[src/rtl/iter_mul_div_if.sv]
// Request/response bundle between the pipeline control and the iterative multiply/divide unit.
// The master drives the operands and the start request. The slave returns status and the register-file write port.
interface iter_mul_div_if #(
    parameter int DW = 32,
    parameter int AW = 5
);
    logic          start;
    logic [1:0]    op;
    logic [DW-1:0] src_a;
    logic [DW-1:0] src_b;
    logic [AW-1:0] dst;
    logic          busy;
    logic          done;
    logic          rf_wen;
    logic [AW-1:0] rf_waddr;
    logic [DW-1:0] rf_wdata;

    modport master (
        output start, op, src_a, src_b, dst,
        input  busy, done, rf_wen, rf_waddr, rf_wdata
    );

    modport slave (
        input  start, op, src_a, src_b, dst,
        output busy, done, rf_wen, rf_waddr, rf_wdata
    );
endinterface

[src/rtl/iter_mul_div.sv]
// Multi-cycle unsigned MUL/MULHU/DIVU/REMU unit that retires one bit per cycle.
// The result is written back through a dedicated register-file write port.
module iter_mul_div #(
    parameter int DW = 32,
    parameter int AW = 5
) (
    input  logic              clk,
    input  logic              rst,
    iter_mul_div_if.slave     bus
);
    localparam int CW = (DW > 1) ? $clog2(DW) : 1;

    typedef enum logic [1:0] {IDLE, CALC, DONE} state_e;
    typedef enum logic [1:0] {
        OP_MUL   = 2'b00,
        OP_MULHU = 2'b01,
        OP_DIVU  = 2'b10,
        OP_REMU  = 2'b11
    } op_e;

    state_e          state_q;
    logic [CW-1:0]   cnt_q;
    logic            done_q;
    logic            rf_wen_q;
    logic [AW-1:0]   rf_waddr_q;
    logic [DW-1:0]   rf_wdata_q;

    op_e             op_q;
    logic [AW-1:0]   dst_q;
    logic [DW-1:0]   a_q;
    logic [DW-1:0]   b_q;
    logic [2*DW-1:0] prod_q, prod_d;
    logic [DW:0]     rem_q, rem_d;
    logic [DW-1:0]   quo_q, quo_d;

    logic [DW:0]     prod_sum;
    logic [DW+1:0]   rem_shift;
    logic [DW+1:0]   rem_diff;
    logic [DW-1:0]   result_d;
    logic            div_by_zero;
    logic            last_iter;

    assign div_by_zero = bus.op[1] && (bus.src_b == '0);
    assign last_iter   = (cnt_q == CW'(DW - 1));

    // One iteration of both algorithms; op_q only selects which one is reported.
    always_comb begin
        // NOTE: every always_comb output gets a default first so no path can infer a latch.
        prod_sum  = {1'b0, prod_q[2*DW-1:DW]} + {1'b0, a_q};
        prod_d    = prod_q[0] ? {prod_sum, prod_q[DW-1:1]} : {1'b0, prod_q[2*DW-1:1]};
        rem_shift = {rem_q, quo_q[DW-1]};
        rem_diff  = rem_shift - {2'b00, b_q};
        rem_d     = rem_shift[DW:0];
        quo_d     = {quo_q[DW-2:0], 1'b0};
        if (!rem_diff[DW+1]) begin
            rem_d = rem_diff[DW:0];
            quo_d = {quo_q[DW-2:0], 1'b1};
        end
        result_d = prod_d[DW-1:0];
        case (op_q)
            OP_MUL:   result_d = prod_d[DW-1:0];
            OP_MULHU: result_d = prod_d[2*DW-1:DW];
            OP_DIVU:  result_d = quo_d;
            OP_REMU:  result_d = rem_d[DW-1:0];
            default:  result_d = prod_d[DW-1:0];
        endcase
    end

    // NOTE: datapath registers carry no reset; they are only consumed while the FSM is in CALC.
    always_ff @(posedge clk) begin
        if (state_q == IDLE && bus.start) begin
            op_q   <= op_e'(bus.op);
            dst_q  <= bus.dst;
            a_q    <= bus.src_a;
            b_q    <= bus.src_b;
            prod_q <= {{DW{1'b0}}, bus.src_b};
            rem_q  <= '0;
            quo_q  <= bus.src_a;
        end else if (state_q == CALC) begin
            prod_q <= prod_d;
            rem_q  <= rem_d;
            quo_q  <= quo_d;
        end
    end

    // NOTE: sequential state uses non-blocking assignments only, so every register samples pre-edge values.
    always_ff @(posedge clk) begin
        if (rst) begin
            state_q    <= IDLE;
            cnt_q      <= '0;
            done_q     <= 1'b0;
            rf_wen_q   <= 1'b0;
            rf_waddr_q <= '0;
            rf_wdata_q <= '0;
        end else begin
            case (state_q)
                IDLE: begin
                    done_q   <= 1'b0;
                    rf_wen_q <= 1'b0;
                    if (bus.start) begin
                        cnt_q <= '0;
                        if (div_by_zero) begin
                            state_q    <= DONE;
                            done_q     <= 1'b1;
                            rf_wen_q   <= (bus.dst != '0);
                            rf_waddr_q <= bus.dst;
                            rf_wdata_q <= bus.op[0] ? bus.src_a : '1;
                        end else begin
                            state_q <= CALC;
                        end
                    end
                end
                CALC: begin
                    cnt_q <= cnt_q + CW'(1);
                    if (last_iter) begin
                        state_q    <= DONE;
                        done_q     <= 1'b1;
                        rf_wen_q   <= (dst_q != '0);
                        rf_waddr_q <= dst_q;
                        rf_wdata_q <= result_d;
                    end
                end
                DONE: begin
                    state_q  <= IDLE;
                    done_q   <= 1'b0;
                    rf_wen_q <= 1'b0;
                end
                default: state_q <= IDLE;
            endcase
        end
    end

    assign bus.busy     = (state_q != IDLE);
    assign bus.done     = done_q;
    assign bus.rf_wen   = rf_wen_q;
    assign bus.rf_waddr = rf_waddr_q;
    assign bus.rf_wdata = rf_wdata_q;
endmodule

[src/flat_wrapper.sv]
// flat-port wrapper written by rule: the top's interface ports become plain ports
module iter_mul_div_flat 
#(
    parameter int DW = 32,
    parameter int AW = 5
)
  (clk, rst, bus_start, bus_op, bus_src_a, bus_src_b, bus_dst, bus_busy, bus_done, bus_rf_wen, bus_rf_waddr, bus_rf_wdata);
  iter_mul_div_if #(.DW(DW), .AW(AW)) bus_i ();
  input  logic clk;
  input  logic rst;
  input wire logic [$bits(bus_i.start)-1:0] bus_start;
  input wire logic [$bits(bus_i.op)-1:0] bus_op;
  input wire logic [$bits(bus_i.src_a)-1:0] bus_src_a;
  input wire logic [$bits(bus_i.src_b)-1:0] bus_src_b;
  input wire logic [$bits(bus_i.dst)-1:0] bus_dst;
  output wire logic [$bits(bus_i.busy)-1:0] bus_busy;
  output wire logic [$bits(bus_i.done)-1:0] bus_done;
  output wire logic [$bits(bus_i.rf_wen)-1:0] bus_rf_wen;
  output wire logic [$bits(bus_i.rf_waddr)-1:0] bus_rf_waddr;
  output wire logic [$bits(bus_i.rf_wdata)-1:0] bus_rf_wdata;
  assign bus_i.start = bus_start;
  assign bus_i.op = bus_op;
  assign bus_i.src_a = bus_src_a;
  assign bus_i.src_b = bus_src_b;
  assign bus_i.dst = bus_dst;
  assign bus_busy = bus_i.busy;
  assign bus_done = bus_i.done;
  assign bus_rf_wen = bus_i.rf_wen;
  assign bus_rf_waddr = bus_i.rf_waddr;
  assign bus_rf_wdata = bus_i.rf_wdata;
  iter_mul_div #(.DW(DW), .AW(AW)) u_core (.clk(clk), .rst(rst), .bus(bus_i));
endmodule
[config.mk]
export PLATFORM = sky130hd
export DESIGN_NAME = iter_mul_div_flat
export DESIGN_NICKNAME = d
export VERILOG_FILES = /design/src/rtl/iter_mul_div_if.sv /design/src/rtl/iter_mul_div.sv /design/src/flat_wrapper.sv
export SDC_FILE = /design/constraint.sdc
export NUM_CORES = 1
export LEC_CHECK = 0
export ABC_AREA = 1
export BUFFER_PORTS_ARGS = -buffer_cell sky130_fd_sc_hd__buf_2
export CORE_MARGIN = 1.5
export CORE_UTILIZATION = 27
export DETAILED_ROUTE_END_ITERATION = 10
export PLACE_DENSITY = 0.52
export SLEW_MARGIN = 5
export SYNTH_ARGS = -nofsm -noshare
export SYNTH_HDL_FRONTEND = slang
export SYNTH_SLANG_ARGS = --single-unit
[constraint.sdc]
create_clock -name clk -period 10.7 [get_ports clk]
set_input_delay 1.605 -clock clk [delete_from_list [all_inputs] [get_ports clk]]
set_output_delay 1.605 -clock clk [all_outputs]
set_load 0.02 [all_outputs]
Word-level counts from Yosys, hierarchy flattened
Index checks and enable logic that the tools add are counted.

Bits in registers: 246. Bits of input ports: 74. Output and inout port bits: 40. Logic and storage cells: 72.

Add/subtract/negate cells: 3. Equality and inequality tests: 9. Multiplexer cells: 31. Reductions and logical operators: 15.

Operators with widths (count): 32-bit two-way mux (8); 32-bit one-hot mux with 4 select lines (1); 64-bit two-way mux (1); 32-bit one-hot mux with 2 select lines (1); 34-bit by 32-bit subtractor with 34-bit output (1); 32-bit by 32-bit adder with 33-bit output (1); 33-bit two-way mux (1); 32-bit zero test (1); 5-bit two-way mux (4); 5-bit one-hot mux with 2 select lines (2); 5-bit nonzero test (2); 1-bit two-way mux (7); 2-bit equality test, second input constant (3); 2-bit two-way mux (3); 1-bit one-hot mux with 3 select lines (2); 2-bit AND reduction (3); 2-bit nonzero test (3); 5-bit by 1-bit adder with 5-bit output, second input constant (1); 5-bit equality test, second input constant (1); 2-bit by 1-bit equality test with 1-bit output, second input constant (2); 2-bit zero test (2); 2-bit by 1-bit inequality test with 1-bit output, second input constant (2); 2-bit one-hot mux with 2 select lines (1); 4-bit AND reduction (1); 3 further kinds (4).

Longest topological paths before layout
Depth after elaboration: 5. Mapped depth: 20.

Worst setup path after synthesis
OpenSTA, ideal clock, no wires.

Path kind: input-to-reg. From: input port bus_start. To: register u_core.prod_q[17], data pin. Setup time: 0.368 ns. Arrival time: 4.329 ns. Path slack: 6.003 ns. Stages on the path: 5. Buffers on the path: 2. Path through: nand2_1 -> inv_1 -> clkbuf_1 -> clkbuf_1 -> o21ai_0.

Longest elaborated chain between the ends: 2.

RTL lines: from (decl) (RTL line flat_wrapper.sv:11) `input wire logic [$bits(bus_i.start)-1:0] bus_start;`; 1-bit logical AND (RTL line iter_mul_div.sv:71) `if (state_q == IDLE && bus.start) begin`; 32-bit two-way mux (RTL line iter_mul_div.sv:71); to (signal assigned) (RTL line iter_mul_div.sv:76) `prod_q <= {{DW{1'b0}}, bus.src_b};`; to (signal assigned) (RTL line iter_mul_div.sv:80) `prod_q <= prod_d;`; to (decl) (RTL line iter_mul_div.sv:32) `logic [2*DW-1:0] prod_q, prod_d;`.

No other way between the ends. A chain may end at the register's enable or synchronous reset.

Final worst setup path
From: input port bus_src_b[14]. To: register u_core.rf_wdata_q[22] (netlist: u_core.bus.rf_wdata[22]).

Longest elaborated chain between the ends: 4.

RTL lines: from (decl) (RTL line flat_wrapper.sv:14) `input wire logic [$bits(bus_i.src_b)-1:0] bus_src_b;`; 32-bit zero test (RTL line iter_mul_div.sv:43) `assign div_by_zero = bus.op[1] && (bus.src_b == '0);`; 1-bit logical AND (RTL line iter_mul_div.sv:43); 2-bit by 1-bit inequality test with 1-bit output (no line); 4-bit AND reduction (no line); to (signal assigned) (RTL line iter_mul_div.sv:107) `rf_wdata_q <= bus.op[0] ? bus.src_a : '1;`; to (signal assigned) (RTL line iter_mul_div.sv:120) `rf_wdata_q <= result_d;`; to (decl) (RTL line iter_mul_div.sv:26) `logic [DW-1:0] rf_wdata_q;`.

No other way between the ends.

==> metrics.txt <==
share of cells above drive strength 1=roughly 9.2%; core region area=slightly below 60000 sq um; Async S/R FF share, synth=0%; Initial Util=27.4%; Pwr per Cell Area=approximately 320 nW/um^2; CTS tree=yes; CTS Root Buffer Type=clkbuf_16; RSZ-0062 raised after global routing=no; initial DRC count=1146; RR Endpoint=u_core.rem_q[25]; instance count on the critical path=11; worst slew pin tran=1260 ps; Nets=about 2500; routed via count=15000; multi-input logic area=7940 sq um; Synth Instances=roughly 2300; Crit. End Element=register; NetSw=roughly 2.9 mW; slowest stage cell on the critical path=nor4_1; Max clock buf depth=3; Port Buffers=between 100 and 150; mapped cell area=around 16000 sq um; Internal Pwr Total=~3.0 mW; number of synthesized flops with an enable pin=around 140; first-pass GRT wire length=about 85000 um; post-cts sizing count=0; FILL cells=6369; Final Max Slew Viols=0; Startpoint Class=input port; H-tree depth reported by CTS=1; drt wl/cell=17.6 um; hold-critical path depth=2; post-synthesis sequential area ratio=between 30% and 40%; drt first pass iters=6; routed vias/inst=4.75; hpwl dp=44100 um; Switching Fraction=about half; Post-Route WL=between 50000 and 60000 um; cell row count=88; Ant. Diodes=0; gpl congestion=between 0.9 and 1; gr usage total=~18%; CP max FO=42; worst skew pair latency=between 500 and 600 ps; # setup viols final=0; Crit path max-delay family=simple AND/OR/NAND/NOR gates; Max Cap Viol=0; R2R depth=8; Slowest Stage Delay on Critical Path=690 ps; cell mode on critical path=nand2_1; total power draw=5.85 mW; Num Clock Sinks=around 250; GR Overflow Total=0; Sequential cell area=roughly 6300 sq um; Worst Setup Path Type=input port to register; final std cells w/o fill=roughly 3200; Final WS setup=slightly below 7000 ps; area delta synth->final=13.9%; post-route core utilization=31.3%; Synthesized Nets=between 2000 and 2500; postcts setup bufs=0; Seq pwr share=about 30%; GR Layer Usage met1=25.4%; Die Span Y=246 um; top_reg_cell synth=edfxtp_1; Critical Path AT=around 4400 ps; DP Worst Slack=around 6300 ps; worst path bufs/invs=4; Mean Syn Cell Area=between 6 and 7 sq um; max_slew headroom=~16%; Distinct cells, synth=49; initial antenna violation count=1; final hold viol count=0; peak supply drop=around 0.13 mV; critical-path cell list=buf_2, inv_1, nand2_1, nor4_1, nand3_1, nand2_1, nand3_2, buf_4, inv_2, o21ai_0, a21oi_1; met3 usage=between 1.5 and 2%; Num CTS Buffers=27; Leak=8.57 nW; Critical R2R Launch=u_core.state_q[1]; f_max=roughly 0.26 GHz; fin crit share=between 30 and 40%; Hold WS=between 400 and 500 ps; WP data required=11170 ps; Critical Path Source=bus_src_b[14]; outcome=completed; setup TNS=0 ps; Placed Cells=between 3000 and 4000; # IOs=about 110; largest net degree at the start of global routing=98; clock transition at the registers of the reported paths=60 ps; CTS Hold Bufs=0; Syn. warnings=0; DRT antenna net count=0; Final Cell Area=18100 sq um; Clock Skew=around 16 ps; die area=~60000 sq um; Chip Width=246 um; reg2reg setup slack=slightly above 7000 ps; Min-Delay Path Class=register to register; Area after DPL=between 15000 and 20000 sq um; Remaining DRCs=0; vias in the first global route=around 14000; Comb power frac=a little over half; Clock Power Share=between 15 and 20%; final worst path period need=between 3000 and 4000 ps; Synth Register Bits=between 200 and 250; M2 GR Usage=between 20% and 30%; Most Used Layer, Global Route=met2; crit path to=u_core.bus.rf_wdata[22]
-- cell usage after synthesis, types with 2 or more instances --
master / number / area, sq um
nand2_1: 599 / 2250
inv_1: 362 / 1360
o21ai_0: 237 / 1190
nand3_1: 219 / 1100
nor2_1: 185 / 694
a21oi_1: 136 / 681
edfxtp_1: 135 / 4050
dfxtp_1: 111 / 2220
ha_1: 69 / 863
clkbuf_1: 62 / 233
xnor2_1: 27 / 236
nand4_1: 23 / 144
nand2_2: 22 / 138
nor3_1: 13 / 65.1
a31oi_1: 8 / 50.1
inv_2: 8 / 30.0
o21bai_1: 8 / 60.1
buf_2: 5 / 25.0
nor4_1: 5 / 31.3
buf_6: 4 / 45.0
a22o_1: 3 / 26.3
a32o_1: 3 / 30.0
clkinv_1: 3 / 11.3
nand2_4: 3 / 33.8
o211ai_1: 3 / 22.5
o22ai_1: 3 / 18.8
a21o_1: 2 / 15.0
and2_1: 2 / 12.5
buf_1: 2 / 7.51
fa_1: 2 / 40.0
nand2_8: 2 / 40.0
nand3_2: 2 / 20.0
nor2_2: 2 / 12.5
nor2_4: 2 / 22.5
-- flip-flops by register name, summed over array words and instances, names as in the netlist --
name,count
u_core.a_q,32
u_core.b_q,32
u_core.bus.done,1
u_core.bus.rf_waddr,5
u_core.bus.rf_wdata,32
u_core.bus.rf_wen,1
u_core.cnt_q,5
u_core.dst_q,5
u_core.op_q,2
u_core.prod_q,64
u_core.quo_q,32
u_core.rem_q,33
u_core.state_q,2
-- kinds of logic (layout without fill, tap and decap cells) --
logic type                 after synthesis  in the layout  synth area share, %
AOI/OAI and AO/OA                      411            411                 13.6
buffers and inverters                  447            549                 10.8
DFF                                    246            246                 39.4
xor gates and xnor gates                27             27                 1.48
and+or+nand+nor                       1085           1085                 29.0
adders and majority gates               71             71                 5.67
-- metal layers --
metal / part of all wire, % / up-vias
met5: 0 / -
met4: 2.4 / 0
met3: 4.5 / 70
met2: 46 / 370
met1: 47 / 6942
li1: - / 7599
-- power groups by stage --
stage	sequential (mW)	clock, mW	combinational (mW)
after floorplan	1.74	0	2.17
after global placement	1.76	0	3.12
after detailed placement	1.76	0	3.13
after CTS	1.74	0.978	3.14
after global routing	1.78	1.01	3.54
final	1.75	0.954	3.15
-- placed cells by master (no fill, tap or decap), types with 5 or more instances in the layout --
master,n
a21oi_1,136
nor2_1,184
inv_2,8
nand2_2,23
dfxtp_1,111
o21bai_1,8
nor3_1,13
o21ai_0,237
clkinv_1,5
a31oi_1,8
inv_1,360
nor4_1,5
clkinv_2,5
nand4_1,23
xnor2_1,27
clkbuf_16,28
nand2_1,598
clkbuf_1,6
nand3_1,219
buf_4,14
edfxtp_1,135
ha_1,68
buf_2,113
-- worst min-delay path by stage --
stage / end / startpoint / slack [ps]
2_1_floorplan: u_core.cnt_q[4] / u_core.cnt_q[4] / 440
3_3_place_gp: u_core.cnt_q[4] / u_core.cnt_q[4] / 460
3_5_place_dp: u_core.cnt_q[4] / u_core.cnt_q[4] / 480
4_1_cts: u_core.cnt_q[1] / u_core.cnt_q[1] / 490
5_1_grt: u_core.cnt_q[1] / u_core.cnt_q[1] / 500
6_report: u_core.cnt_q[4] / u_core.cnt_q[4] / 480
-- worst register-to-register path, delay by kind of cell (launching register included) --
family                   cells  cell delay [ps]
AO/OA/AOI/OAI                1              260
adder cells (fa/ha/maj)      1              370
flip-flops                   1              330
buffers and inverters        4             1780
AND/OR/NAND/NOR              2              520
-- layout make-up --
type,count,share of cell area (%)
inverter,373,7.75
tap,765,5.28
clock buffer,38,4.29
sequential,246,34.6
clock inverter,11,0.600
timing repair buffer,127,3.70
multi-input combinational,1594,43.8
Note: power is estimated with default switching activity, not from simulation.
